`src/rtl/pipe_collision.sv`:
```
// rtl/pipe_collision.sv - scrolling pipe obstacle, bird collision judge, score keeper
module pipe_collision #(
    parameter int SCREEN_W   = 640,
    parameter int SCREEN_H   = 480,
    parameter int PIPE_WIDTH = 40,
    parameter int GAP_HEIGHT = 120,
    parameter int GAP_MIN    = 40,
    parameter int SCROLL     = 2,
    parameter logic [7:0] LFSR_SEED = 8'hA5
) (
    input  logic       Clk,
    input  logic       reset,
    input  logic       Start,
    input  logic       Ack,
    input  logic       Tick,
    input  logic [9:0] Bird_X_L,
    input  logic [9:0] Bird_X_R,
    input  logic [9:0] Bird_Y_T,
    input  logic [9:0] Bird_Y_B,
    output logic [9:0] Pipe_X_L,
    output logic [9:0] Pipe_X_R,
    output logic [9:0] Gap_Y_T,
    output logic [9:0] Gap_Y_B,
    output logic       Stop,
    output logic [7:0] Score,
    output logic       q_Initial,
    output logic       q_Run,
    output logic       q_Over
);

    localparam logic [9:0] X_L_HOME = 10'(SCREEN_W);
    localparam logic [9:0] X_R_HOME = 10'(SCREEN_W + PIPE_WIDTH);
    localparam logic [9:0] GAP_HOME = 10'd180;
    localparam logic [9:0] GAP_H    = 10'(GAP_HEIGHT);
    localparam logic [9:0] GAP_LO   = 10'(GAP_MIN);
    localparam logic [9:0] SCR      = 10'(SCROLL);
    localparam logic [9:0] FLOOR    = 10'(SCREEN_H);

    typedef enum logic [2:0] {
        Q_INITIAL = 3'b001,
        Q_RUN     = 3'b010,
        Q_OVER    = 3'b100
    } state_t;

    state_t     state_q, state_d;
    logic [9:0] x_l_q, x_l_d;
    logic [9:0] x_r_q, x_r_d;
    logic [9:0] gap_t_q, gap_t_d;
    logic [7:0] score_q, score_d;
    logic [7:0] lfsr_q, lfsr_d;
    logic       col;

    assign col = ((Bird_X_R > x_l_q) && (Bird_X_L < x_r_q) &&
                  ((Bird_Y_T < gap_t_q) || (Bird_Y_B > gap_t_q + GAP_H))) ||
                 (Bird_Y_B >= FLOOR);

    always_comb begin
        state_d = state_q;
        x_l_d   = x_l_q;
        x_r_d   = x_r_q;
        gap_t_d = gap_t_q;
        score_d = score_q;
        // x^8+x^6+x^5+x^4+1, free-running so each round sees a different gap sequence
        lfsr_d  = {lfsr_q[6:0], lfsr_q[7] ^ lfsr_q[5] ^ lfsr_q[4] ^ lfsr_q[3]};
        case (state_q)
            Q_INITIAL: begin
                x_l_d   = X_L_HOME;
                x_r_d   = X_R_HOME;
                gap_t_d = GAP_HOME;
                score_d = 8'd0;
                if (Start) state_d = Q_RUN;
            end
            Q_RUN: begin
                if (col) begin
                    state_d = Q_OVER;
                end else if (Tick) begin
                    // scoring uses pre-move edges, so it still counts on a respawn Tick
                    if ((x_r_q >= Bird_X_L) && (x_r_q - SCR < Bird_X_L) && (score_q != 8'hFF))
                        score_d = score_q + 8'd1;
                    if (x_r_q <= SCR) begin
                        x_l_d   = X_L_HOME;
                        x_r_d   = X_R_HOME;
                        gap_t_d = GAP_LO + {2'b00, lfsr_q};
                    end else begin
                        x_r_d = x_r_q - SCR;
                        x_l_d = (x_l_q < SCR) ? 10'd0 : x_l_q - SCR;
                    end
                end
            end
            Q_OVER: begin
                if (Ack) begin
                    state_d = Q_INITIAL;
                    x_l_d   = X_L_HOME;
                    x_r_d   = X_R_HOME;
                    gap_t_d = GAP_HOME;
                    score_d = 8'd0;
                end
            end
            default: begin
                state_d = Q_INITIAL;
                x_l_d   = X_L_HOME;
                x_r_d   = X_R_HOME;
                gap_t_d = GAP_HOME;
                score_d = 8'd0;
            end
        endcase
    end

    always_ff @(posedge Clk) begin
        if (reset) begin
            state_q <= Q_INITIAL;
            x_l_q   <= X_L_HOME;
            x_r_q   <= X_R_HOME;
            gap_t_q <= GAP_HOME;
            score_q <= 8'd0;
            lfsr_q  <= LFSR_SEED;
        end else begin
            state_q <= state_d;
            x_l_q   <= x_l_d;
            x_r_q   <= x_r_d;
            gap_t_q <= gap_t_d;
            score_q <= score_d;
            lfsr_q  <= lfsr_d;
        end
    end

    assign Pipe_X_L  = x_l_q;
    assign Pipe_X_R  = x_r_q;
    assign Gap_Y_T   = gap_t_q;
    assign Gap_Y_B   = gap_t_q + GAP_H;
    assign Score     = score_q;
    assign q_Initial = state_q[0];
    assign q_Run     = state_q[1];
    assign q_Over    = state_q[2];
    assign Stop      = state_q[2];

endmodule

```
`config.mk`:
```
export PLATFORM = sky130hd
export DESIGN_NAME = pipe_collision
export DESIGN_NICKNAME = d
export VERILOG_FILES = /design/src/rtl/pipe_collision.sv
export SDC_FILE = /design/constraint.sdc
export NUM_CORES = 1
export LEC_CHECK = 0
export ABC_AREA = 1
export ABC_CLOCK_PERIOD_IN_PS = 2900
export CORE_MARGIN = 2
export CORE_UTILIZATION = 55
export DETAILED_ROUTE_END_ITERATION = 10
export DONT_BUFFER_PORTS = 1
export PLACE_DENSITY = 0.75
export SYNTH_ARGS = -nofsm -noshare
export SYNTH_HDL_FRONTEND = slang
export SYNTH_SLANG_ARGS = --single-unit
```
`constraint.sdc`:
```
create_clock -name Clk -period 2.9 [get_ports Clk]
set_clock_uncertainty 0.2 [all_clocks]
set_input_delay 0.725 -clock Clk [delete_from_list [all_inputs] [get_ports Clk]]
set_output_delay 0.725 -clock Clk [all_outputs]
set_load 0.02 [all_outputs]
```
* Word-level counts from Yosys, hierarchy flattened *
Cells that the tools add are included.

operators by class
  add/sub/neg operators = 5
  multipliers = 0
  divide/modulo/power cells = 0
  magnitude comparators = 9
  equality and inequality tests = 11
  shifts and indexed selects = 0
  muxes and demuxes = 25
  bitwise operators = 3
  reduce and logical (&&, ||, !) cells = 10

operators with widths
  operator                 number
  $mux W10                 13
  $pmux W10 S2             3
  $mux W8                  4
  $lt A10 B10 Y1           3
  $gt A10 B10 Y1           2
  $sub A10 B2 Y10 const B  2
  $pmux W8 S2              1
  $ne A2 B2 Y1 const B     7
  $add A10 B7 Y10 const B  1
  $ge A10 B10 Y1           1
  $ge A10 B9 Y1 const B    1
  $le A10 B2 Y1 const B    1
  $lt A10 B2 Y1 const B    1
  $add A6 B8 Y9 const A    1
  $mux W3                  3
  $pmux W3 S3              1
  $add A8 B1 Y8 const B    1
  $ne A8 B8 Y1 const B     1
  $reduce_and A4 Y1        2
  $reduce_and A3 Y1        2
  $logic_and A1 B1 Y1      4
  $eq A3 B1 Y1 const B     1
  $eq A3 B2 Y1 const B     1
  $eq A3 B3 Y1 const B     1
  other kinds (2)          5

storage, ports and cells
  register bits after elaboration = 49
  latch bits = 0
  RAM bits = 0
  bits in read-only memories = 0
  bits of input ports = 45
  output and inout bits = 52
  word-level logic and storage cells = 69
  memories = 0

* Logic depth before layout (Yosys ltp) *
Gate-level depths: netlist of the first run.

  depth after elaboration = 8
  mapped depth = 19

* Worst setup path before layout of the first run *
Ideal clock, no wire load.

  path kind = register -> register
  from = reg gap_t_q[3], in the netlist Gap_Y_T[3]
  to = reg gap_t_q[0], in the netlist Gap_Y_T[0]
  arrival time = 2,881 ps
  data required time = 2,586 ps
  path slack = -294 ps
  cell stages (with the launch flop) = 20
  path buffers = 2
  cells stage by stage = dfxtp_1 > inv_1 > ha_1 > nand3_1 > xor2_1 > inv_1 > ha_1 > nand2_1 > nor2_2 > nand3_1 > nand3_1 > nand2_1 > nand2_1 > nand2_1 > nand3_2 > nand2_2 > buf_6 > buf_6 > a21oi_2 > nor2_1

between the ends
  word-level cells in the longest chain between the ends = 7
  elaborated cells between the ends (all ways) = 8

RTL lines
  what                         line  source
  from (decl)                  48    logic [9:0] gap_t_q, gap_t_d;
  from (signal assigned)       121   gap_t_q <= gap_t_d;
  $add A10 B7 Y10              n/a
  net Gap_Y_B[3]               23    output logic [9:0] Gap_Y_B,
  $gt A10 B10 Y1               54    ((Bird_Y_T < gap_t_q) || (Bird_Y_B > gap_t_q + GAP_H))) ||
  $logic_or A1 B1 Y1           54
  $logic_and A1 B1 Y1          53    assign col = ((Bird_X_R > x_l_q) && (Bird_X_L < x_r_q) &&
  $logic_or A1 B1 Y1           54
  $ne A2 B2 Y1 (no line)       n/a
  $reduce_and A4 Y1 (no line)  n/a

The timed path passes the listed nets, and every way through them passes these cells.
A chain may end at the register's enable or synchronous reset.

* Worst setup path after layout of the first run *
  from = reg gap_t_q[6], in the netlist Gap_Y_T[6]
  to = reg x_l_q[3], in the netlist Pipe_X_L[3]

between the ends
  word-level cells in the longest chain between the ends = 7
  elaborated cells between the ends (all ways) = 8

RTL lines
  what                             line  source
  $add A10 B7 Y10                  54
  $gt A10 B10 Y1                   54
  $logic_or A1 B1 Y1 (*)           54
  $logic_and A1 B1 Y1 (*)          53
  $logic_or A1 B1 Y1 (*)           54
  $ne A2 B2 Y1 (no line) (*)       n/a
  $reduce_and A3 Y1 (no line) (*)  n/a
  to (signal assigned)             119   x_l_q <= x_l_d;
  to (decl)                        46    logic [9:0] x_l_q, x_l_d;

Mark *: on every way between the ends. The rest lies on a longest branch, timed or not.

==> out/metrics.csv, run 1 <==
stage,metric,value,unit
final_layout,nets,676,
global_route,grt_start_max_net_pins,21,
critical_path,end_kind,flop,
placed_design,place.gp.congestion,0.902,
timing,finalCritPeriodShare,0.930,
power_and_ir_drop,p_int,1.02,mW
power_and_ir_drop,sequentialPowerShare,0.463,
placed_design,pre_cts_ws,-0.0569,ns
critical_path,rrSetupSlack,0.20,ns
placed_design,place_inst,651,
global_route,grt-ovfl-total,0,
cts,holdBufCountCts,0,
final_layout,fin_util,0.638,
die,fp.dieH,86.8,µm
critical_path,critical_path_class,flop to flop,
timing,whs,0.225,ns
final_layout,stdcell_count,662,
timing,maxSlewHeadroom,0.569,
timing,worst_pin_slew,0.646,ns
die,initial_core_util,0.561,
routing,vias,3612,
cts,numCtsBuffers,5,
logic_synthesis,synthDistinctLibCells,38,
critical_path,rr_worst_depth,18,
placed_design,place_hpwl,6890,µm
timing,period_minus_slack,2.70,ns
die,rows,30,
routing,ant_nets,0,
timing,setup_viol,0,
timing,final.setup.tns,0,ns
cts,cts_root_buffer,clkbuf_8,
critical_path,cp.required,2.91,ns
cts,cts_tree,built,
logic_synthesis,async_reset_ff_frac,0,
routing,totalWireLength,8780,µm
global_route,grt_pass1_wl,14300,µm
logic_synthesis,ys_ff_latch,46,
cts,clock_latency,0.31,ns
power_and_ir_drop,clkPwrFrac,0.269,
hold_path,min_path_cells,2,
logic_synthesis,synth_ff_type,dfxtp_1,
outcome,status,"complete, no violations",
power_and_ir_drop,switchingPower,0.511,mW
logic_synthesis,synth_top_area_cell,dfxtp_1,
final_layout,syn2layout_area_growth,13.7,%
logic_synthesis,syn_area_per_cell,6.79,µm²
logic_synthesis,synth_area_leaders,"dfxtp_1, ha_1, nand2_1, nand3_1, inv_1",
timing,setup_ws,0.202,ns
routing,post_drt_wl_per_cell,13.3,µm
final_layout,diodes,0,
power_and_ir_drop,p_per_area,356,nW/µm²
critical_path,crit_path_start_kind,flop,
logic_synthesis,synth_top_area_frac,0.244,
power_and_ir_drop,leakage,2.19,nW
routing,via_per_inst,5.46,
routing,route.detailed.drc,0,
power_and_ir_drop,ir_drop,0.000257,V
logic_synthesis,syn_area,3770,µm²
power_and_ir_drop,p_sw_frac,0.335,
placed_design,portBuffers,0,
logic_synthesis,yosysWarnings,0,
logic_synthesis,yosysSeqAreaShare,0.244,
die,die-area,7530,µm²
global_route,antenna_found_initial,0,
logic_synthesis,yosys.cell_count.top_type,nand2_1,
final_layout,drive_gt1_frac,0.179,
die,core-area,6720,µm²
global_route,grt_use_total,0.232,
critical_path,worstPathArrival,2.71,ns
critical_path,critPathMaxFanout,15,
routing,drt_first_pass_iters,5,
cts,htreeDepth,2,
logic_synthesis,synth_edf_count,0,
die,io_pins,97,
power_and_ir_drop,p_comb_frac,0.267,
routing,initialDrtViolationCount,166,
global_route,first_global_vias,3367,
cts,cts_buffer_depth,2,
timing,clock.fmax,371,MHz
logic_synthesis,syn_inst,555,
timing,finalHoldViolCount,0,
cts,clkSinkCount,46,
cts,clkTransAtPathRegs,0.09,ns
timing,final_max_slew_viol_count,0,
logic_synthesis,ys_top_cells_by_count,"nand2_1, inv_1, nor2_1, nand3_1, ha_1",
die,die_x,86.8,µm
hold_path,hp-class,flop to flop,
run,drv_cap,0,
[placed cells by master, fill, tap and decap left out, drive strengths merged, types with 8 or more instances in the layout]
cell   netlist  final
xor2         8      8
ha          50     50
nor3         9      9
o21ai       21     21
a21oi       34     34
nand3       60     60
nor2        68     68
dfxtp       46     46
buf         15     38
inv         80     80
nand2      115    115
[what timing repair did]
| item | in CTS | in global routing |
|---|---|---|
| cloned | 0 | 1 |
| buffers inserted | 0 | 2 |
| gates resized for setup | 4 | 39 |
| hold endpoints to repair | 0 | 0 |
| endpoints found under the setup margin | 28 | 35 |
| pin swaps | 0 | 10 |
[metrics by stage]
stage / total power [mW] / cell area, µm²
finish: 1.53 / 4290
global route: 1.62 / 4290
CTS: 1.51 / 4110
detailed placement: 1.11 / 4010
global placement: 1.09 / 4010
floorplan: 1.02 / 3780
[kinds of logic after synthesis]
family / share of synthesized area
flops: 0.244
other cells: 0.000995
xor+xnor: 0.0325
buf+inv: 0.117
fa+ha+maj: 0.166
simple gates: 0.324
compound gates: 0.115
[power groups by stage]
stage                     clock network [mW]  registers (mW)  logic, mW
after floorplan                            0           0.737      0.283
after global placement                     0           0.719      0.371
after detailed placement                   0           0.720      0.385
after CTS                              0.418           0.706      0.389
after global routing                   0.440           0.712      0.468
final                                  0.411           0.707      0.409
[path summary, 6_finish.rpt]
check                               start                        to
hold reg to reg      lfsr_q[0]$_SDFF_PP1_      lfsr_q[1]$_SDFF_PP0_
setup / recovery  Gap_Y_T[6]$_SDFFE_PP0P_  Pipe_X_L[3]$_SDFFE_PP0P_
hold / removal       lfsr_q[0]$_SDFF_PP1_      lfsr_q[1]$_SDFF_PP0_
setup reg to reg  Gap_Y_T[6]$_SDFFE_PP0P_  Pipe_X_L[3]$_SDFFE_PP0P_
[layout make-up]
| class | count | area (µm²) |
|---|---|---|
| clock inverters | 1 | 5.00 |
| fillers | 595 | 2430 |
| clock buffers | 7 | 86.3 |
| inverters | 80 | 303 |
| multi-input cells | 410 | 2550 |
| flip-flops and latches | 46 | 925 |
| well taps | 80 | 100 |
| repair buffers | 38 | 317 |
[metal layers]
metal	vias up	share of wire	GRT usage
met3	9	0.062	0.0486
met2	106	0.49	0.427
li1	1848	-	-
met4	0	0.012	0.0483
met1	1649	0.43	0.276
met5	-	0	0
[state kept, by name, summed over array words and instances, names as in the netlist]
register	flops
state_q	3
Pipe_X_L	9
Score	8
Pipe_X_R	9
lfsr_q	8
Gap_Y_T	9
[worst max-delay path, stage by stage, from the launching register on]
cell	delay, ns
dfxtp_1	0.31
inv_1	0.14
nand3_1	0.13
nand2_1	0.09
xor2_1	0.18
inv_1	0.08
ha_1	0.28
nand2_1	0.07
nor2_2	0.14
nand3_1	0.09
nand3_1	0.08
nand2_1	0.06
nand2_2	0.08
nand2_2	0.08
nand3_4	0.08
nand2_4	0.11
buf_6	0.17
o21ai_0	0.16
nor2_1	0.06
Note: power is estimated with default switching activity, not from simulation.
==> run 2: changes to the inputs <==
--- a/config.mk
+++ b/config.mk
@@ -7,7 +7,6 @@
 export LEC_CHECK = 0
 export ABC_AREA = 1
 export ABC_CLOCK_PERIOD_IN_PS = 2900
-export CORE_MARGIN = 2
 export CORE_UTILIZATION = 55
 export DETAILED_ROUTE_END_ITERATION = 10
 export DONT_BUFFER_PORTS = 1
==> out/metrics.csv, run 2 (synthesized netlist as in run 1, its figures left out) <==
stage,metric,value,unit,change
outcome,status,"complete, but fails checks",,
outcome,violations,design-rule violations,,
hold_path,min_path_cells,2,,unchanged
placed_design,portBuffers,0,,unchanged
placed_design,place_inst,649,,-0.31%
die,initial_core_util,0.580,,+0.0193
routing,totalWireLength,9230,µm,+5.1%
cts,cts_root_buffer,clkbuf_8,,
hold_path,worstHoldStart,lfsr_q[0]$_SDFF_PP1_,,
routing,via_per_inst,5.55,,+1.7%
final_layout,drive_gt1_frac,0.179,,+0.000487
timing,clock.fmax,352,MHz,-4.9%
cts,htreeDepth,2,,unchanged
run,drv_cap,0,,unchanged
die,io_pins,97,,unchanged
timing,worst_pin_slew,0.647,ns,+0.000570 ns
routing,wl_met2,4490,µm,+4.0%
global_route,antenna_found_initial,0,,unchanged
final_layout,mostFrequentLayoutCells,"nand2_1, inv_1, nor2_1",,
routing,wl_met1,3850,µm,+0.94%
placed_design,place_hpwl,6940,µm,+0.76%
cts,cts_tree,built,,
power_and_ir_drop,ir_drop,0.000246,V,-4.4%
cts,cts_buffer_depth,2,,unchanged
cts,holdBufCountCts,0,,unchanged
critical_path,worstPathArrival,2.84,ns,+0.13 ns
critical_path,rr_worst_depth,19,,+1
hold_path,min_to,lfsr_q[1]$_SDFF_PP0_,,
routing,route.detailed.drc,10,,+10
final_layout,fill_cells,560,,-5.9%
global_route,first_global_vias,3300,,-2.0%
critical_path,cp.required,2.90,ns,about the same
cts,numCtsBuffers,5,,unchanged
timing,finalHoldViolCount,0,,unchanged
final_layout,stdcell_count,663,,+0.15%
cts,clock_latency,0.30,ns,about the same
routing,drt_first_pass_iters,9,,+4
power_and_ir_drop,power,1.57,mW,+3.0%
critical_path,worstReg2RegStart,Gap_Y_T[4]$_SDFFE_PP1P_,,
critical_path,r2r-end,Gap_Y_T[8]$_SDFFE_PP0P_,,
global_route,grt_start_max_net_pins,31,,+48%
routing,met3_length,713,µm,+31%
final_layout,register_area,928,µm²,+0.41%
final_layout,syn2layout_area_growth,16.5,%,
global_route,grt_use_total,0.247,,+0.0158
routing,top_layer,met4,,
die,rows,29,,-3.3%
timing,setup_viol,0,,unchanged
cts,clkSinkCount,46,,unchanged
timing,maxSlewHeadroom,0.568,,about the same
global_route,grt-ovfl-total,0,,unchanged
timing,period_minus_slack,2.84,ns,+0.139 ns
placed_design,place.gp.congestion,0.852,,-5.6%
cts,clkTransAtPathRegs,0.09,ns,about the same
final_layout,diodes,0,,unchanged
die,core-area,6490,µm²,-3.3%
die,die_x,84.8,µm,-2.3%
power_and_ir_drop,p_per_area,358,nW/µm²,+0.57%
critical_path,rrSetupSlack,0.06,ns,-0.14 ns
die,die-area,7190,µm²,-4.6%
power_and_ir_drop,leakage,2.25,nW,+2.5%
critical_path,critPathMaxFanout,8,,-7
final_layout,nets,680,,+0.59%
routing,initialDrtViolationCount,186,,+12%
critical_path,crit_path_start_kind,flop,,
routing,ant_nets,0,,unchanged
critical_path,end_kind,flop,,
critical_path,critical_path_class,flop to flop,,
final_layout,multi_input_area,2550,µm²,about the same
final_layout,layout_commonest_cell,nand2_1,,
die,fp.dieH,84.8,µm,-2.3%
timing,final_max_slew_viol_count,0,,unchanged
hold_path,hp-class,flop to flop,,
routing,post_drt_wl_per_cell,13.9,µm,+4.9%
timing,finalCritPeriodShare,0.978,,+0.0481
global_route,grt_pass1_wl,14400,µm,+1.2%
routing,vias,3678,,+1.8%
run 2: metal layers:
layer / up-vias / track usage
li1: 1866 / -
met1: 1637 / 0.291
met2: 151 / 0.449
met3: 24 / 0.0600
met4: 0 / 0.0632
met5: - / 0
run 2: where the power goes:
part / internal (mW) / switching (mW) / leakage, nW
registers: 0.663 / 0.0454 / 0.375
logic: 0.170 / 0.258 / 1.82
clock network: 0.219 / 0.219 / 0.0544
total: 1.05 / 0.522 / 2.25
run 2: repair_timing:
item                       in CTS  in global routing
setup endpoints to repair       6                 35
resized for setup               1                 35
cloned                          0                  4
setup buffers                   0                  2
pin swaps                       0                  9
run 2: area by class of cell:
cell class	instances	share of cell area
flip-flops and latches	46	0.212
inverters	80	0.0701
multi-input cells	410	0.580
repair buffers	42	0.0921
well taps	77	0.0219
clock buffers	7	0.0219
clock inverters	1	0.00200
run 2: worst max-delay path by stage:
stage	cells past startpoint	endpoint	slack, ns	start
finish	19	Gap_Y_T[8]$_SDFFE_PP0P_	0.06	Gap_Y_T[4]$_SDFFE_PP1P_
global route	19	Gap_Y_T[8]$_SDFFE_PP0P_	-0.03	Gap_Y_T[4]$_SDFFE_PP1P_
CTS	19	Pipe_X_R[5]$_SDFFE_PP1P_	0.01	Gap_Y_T[4]$_SDFFE_PP1P_
detailed placement	19	Pipe_X_R[9]$_SDFFE_PP1P_	0.02	Gap_Y_T[4]$_SDFFE_PP1P_
global placement	18	Pipe_X_R[7]$_SDFFE_PP1P_	0.08	Gap_Y_T[4]$_SDFFE_PP1P_
floorplan	19	Gap_Y_T[3]$_SDFFE_PP0P_	0.02	Gap_Y_T[6]$_SDFFE_PP0P_
run 2: through the flow:
step                cell area, µm²   util  hold slack (ns)  setup TNS (ns)  setup slack (ns)
floorplan                     3780      -            0.203               0            0.0193
global placement              4040  0.621            0.211               0            0.0824
detailed placement            4040  0.621            0.223               0            0.0207
CTS                           4150  0.638            0.236               0            0.0136
global route                  4390  0.676            0.265          -0.163           -0.0323
finish                        4390  0.676            0.236               0            0.0630
run 2: worst max-delay path, cell delays in order (launching register included):
cell	delay (ns)
dfxtp_4	0.38
inv_4	0.07
ha_4	0.15
nand3_4	0.09
xor2_2	0.23
inv_1	0.10
ha_4	0.27
nand2_1	0.05
nor2_2	0.12
nand3_1	0.09
nand3_1	0.09
nand2_1	0.08
nand2_2	0.08
nand2_2	0.07
nand3_4	0.10
nand2_8	0.11
buf_12	0.16
buf_4	0.14
a21oi_2	0.11
nor2_1	0.05
==> run 3: changes to the inputs <==
--- a/config.mk
+++ b/config.mk
@@ -10,7 +10,9 @@
 export CORE_UTILIZATION = 55
 export DETAILED_ROUTE_END_ITERATION = 10
 export DONT_BUFFER_PORTS = 1
+export HOLD_SLACK_MARGIN = 0.08
 export PLACE_DENSITY = 0.75
+export RECOVER_POWER = 100
 export SYNTH_ARGS = -nofsm -noshare
 export SYNTH_HDL_FRONTEND = slang
 export SYNTH_SLANG_ARGS = --single-unit
==> out/metrics.csv, run 3 (synthesized netlist as in run 1, its figures left out) <==
stage,metric,value,unit,change
cts,clkTransAtPathRegs,0.09,ns,about the same
die,core-area,6490,µm²,unchanged
critical_path,rrSetupSlack,0.1,ns,+0.03 ns
routing,totalWireLength,9290,µm,+0.61%
critical_path,critPathMaxFanout,8,,unchanged
die,io_pins,97,,unchanged
global_route,grt_use_total,0.247,,unchanged
critical_path,worstPathArrival,2.81,ns,-0.03 ns
hold_path,worstHoldStart,lfsr_q[0]$_SDFF_PP1_,,
timing,finalHoldViolCount,0,,unchanged
timing,period_minus_slack,2.80,ns,-0.0320 ns
die,die_x,84.8,µm,unchanged
power_and_ir_drop,ir_drop,0.000246,V,about the same
routing,post_drt_wl_per_cell,14.0,µm,+0.61%
placed_design,place.gp.congestion,0.852,,unchanged
outcome,status,"complete, but fails checks",,
critical_path,rr_worst_depth,19,,unchanged
die,die-area,7190,µm²,unchanged
placed_design,place_hpwl,6940,µm,unchanged
critical_path,worstReg2RegStart,Gap_Y_T[4]$_SDFFE_PP1P_,,
cts,cts_tree,built,,
final_layout,drive_gt1_frac,0.143,,-0.0358
final_layout,fin_util,0.662,,-0.0135
die,fp.dieH,84.8,µm,unchanged
cts,holdBufCountCts,0,,unchanged
routing,initialDrtViolationCount,146,,-22%
critical_path,cp.required,2.91,ns,about the same
routing,route.detailed.drc,10,,unchanged
outcome,violations,design-rule violations,,
placed_design,portBuffers,0,,unchanged
critical_path,crit_path_start_kind,flop,,
timing,setup_viol,0,,unchanged
cts,numCtsBuffers,5,,unchanged
final_layout,diodes,0,,unchanged
run,drv_cap,0,,unchanged
global_route,first_global_vias,3300,,unchanged
critical_path,cpPeakStageDelay,0.38,ns,about the same
routing,via_per_inst,5.48,,-1.2%
critical_path,critical_path_class,flop to flop,,
die,initial_core_util,0.580,,unchanged
placed_design,place_area,4040,µm²,unchanged
timing,maxSlewHeadroom,0.573,,+0.00443
critical_path,path_cells,inv_4 > ha_4 > nand3_4 > xor2_2 > inv_1 > ha_4 > nand2_1 > nor2_2 > nand3_1 > nand3_1 > nand2_1 > nand2_2 > nand2_2 > nand3_4 > nand2_8 > buf_12 > buf_4 > a21oi_2 > nor2_1,,
routing,drt_first_pass_iters,9,,unchanged
cts,cts_buffer_depth,2,,unchanged
critical_path,r2r-end,Gap_Y_T[8]$_SDFFE_PP0P_,,
power_and_ir_drop,p_per_area,364,nW/µm²,+1.6%
critical_path,end_kind,flop,,
critical_path,path_delay_family,simple AND/OR/NAND/NOR gates,,
cts,cts_root_buffer,clkbuf_8,,
hold_path,min_to,lfsr_q[1]$_SDFF_PP0_,,
timing,clock.fmax,357,MHz,+1.1%
cts,clkSinkCount,46,,unchanged
hold_path,hp-class,flop to flop,,
routing,vias,3635,,-1.2%
global_route,grt_pass1_wl,14400,µm,unchanged
global_route,grt_start_max_net_pins,31,,unchanged
power_and_ir_drop,leakage,2.17,nW,-3.4%
die,rows,29,,unchanged
timing,finalCritPeriodShare,0.967,,-0.0110
cts,clock_latency,0.30,ns,about the same
final_layout,mostFrequentLayoutCells,"nand2_1, inv_1, nor2_1",,
timing,worst_pin_slew,0.640,ns,-0.00663 ns
critical_path,crit_start,Gap_Y_T[4]$_SDFFE_PP1P_,,
global_route,grt-ovfl-total,0,,unchanged
critical_path,slowest_stage,dfxtp_4,,
final_layout,layout_commonest_cell,nand2_1,,
routing,ant_nets,0,,unchanged
timing,final_max_slew_viol_count,0,,unchanged
global_route,antenna_found_initial,0,,unchanged
final_layout,syn2layout_area_growth,14.1,%,
cts,htreeDepth,2,,unchanged
hold_path,min_path_cells,2,,unchanged
final_layout,nets,680,,unchanged
final_layout,finalInstanceArea,4300,µm²,-2.0%
critical_path,path_buf_inv,4,,unchanged
## run 3: changes by cell type in the layout (fill, tap and decap cells not counted)
cell,before,now
nor4_1,0,1
buf_4,35,16
dfxtp_2,3,2
dfxtp_1,42,43
nor4_4,1,0
clkbuf_1,0,19
## run 3: worst min-delay path: cells and delay by family, from the launching register on
family	cells	cell delay [ns]
buffers and inverters	1	0.05
flip-flops	1	0.33
AND/OR/NAND/NOR	1	0.03
## run 3: metal layers
metal,part of all wire,vias to the layer above,track usage
li1,-,1867,-
met1,0.43,1625,0.291
met2,0.48,124,0.449
met3,0.072,19,0.0600
met4,0.019,0,0.0632
met5,0,-,0
## run 3: layout make-up
class                      instances  area [µm²]
timing repair buffer              42         333
clock buffer                       7        96.3
tap                               77        96.3
clock inverter                     1        8.76
inverter                          80         308
multi-input combinational        410        2530
sequential                        46         927
fill                             585        2190
## run 3: worst max path at each step
stage               slack (ns)                  endpoint  cells after the start
floorplan                 0.02   Gap_Y_T[3]$_SDFFE_PP0P_                     19
global placement          0.08  Pipe_X_R[7]$_SDFFE_PP1P_                     18
detailed placement        0.02  Pipe_X_R[9]$_SDFFE_PP1P_                     19
CTS                       0.01  Pipe_X_R[5]$_SDFFE_PP1P_                     19
global route             -0.05   Gap_Y_T[8]$_SDFFE_PP0P_                     19
finish                     0.1   Gap_Y_T[8]$_SDFFE_PP0P_                     19
## run 3: report_power, final
| group | internal, mW | total (mW) | switching [mW] | leakage [nW] |
|---|---|---|---|---|
| sequential | 0.663 | 0.707 | 0.0441 | 0.374 |
| clock | 0.219 | 0.441 | 0.223 | 0.0544 |
| combinational | 0.160 | 0.418 | 0.258 | 1.74 |
| total | 1.04 | 1.57 | 0.525 | 2.17 |
## run 3: metrics by stage
step                hold WS [ns]  cells  setup slack [ns]  power [mW]  TNS, ns
finish                     0.235    663            0.0950        1.57        0
detailed placement         0.223    649            0.0207        1.11        0
global route               0.265    663           -0.0453        1.66   -0.262
floorplan                  0.203    557            0.0193        1.02        0
CTS                        0.236    657            0.0136        1.55        0
global placement           0.211    649            0.0824        1.10        0
## run 3: timing repair
action / 4_1_cts / 5_1_grt
pin swaps: 0 / 9
buffers inserted: 0 / 2
setup endpoints to repair: 6 / 35
resized for setup: 1 / 35
hold endpoints to repair: 0 / 0
gates cloned: 0 / 4
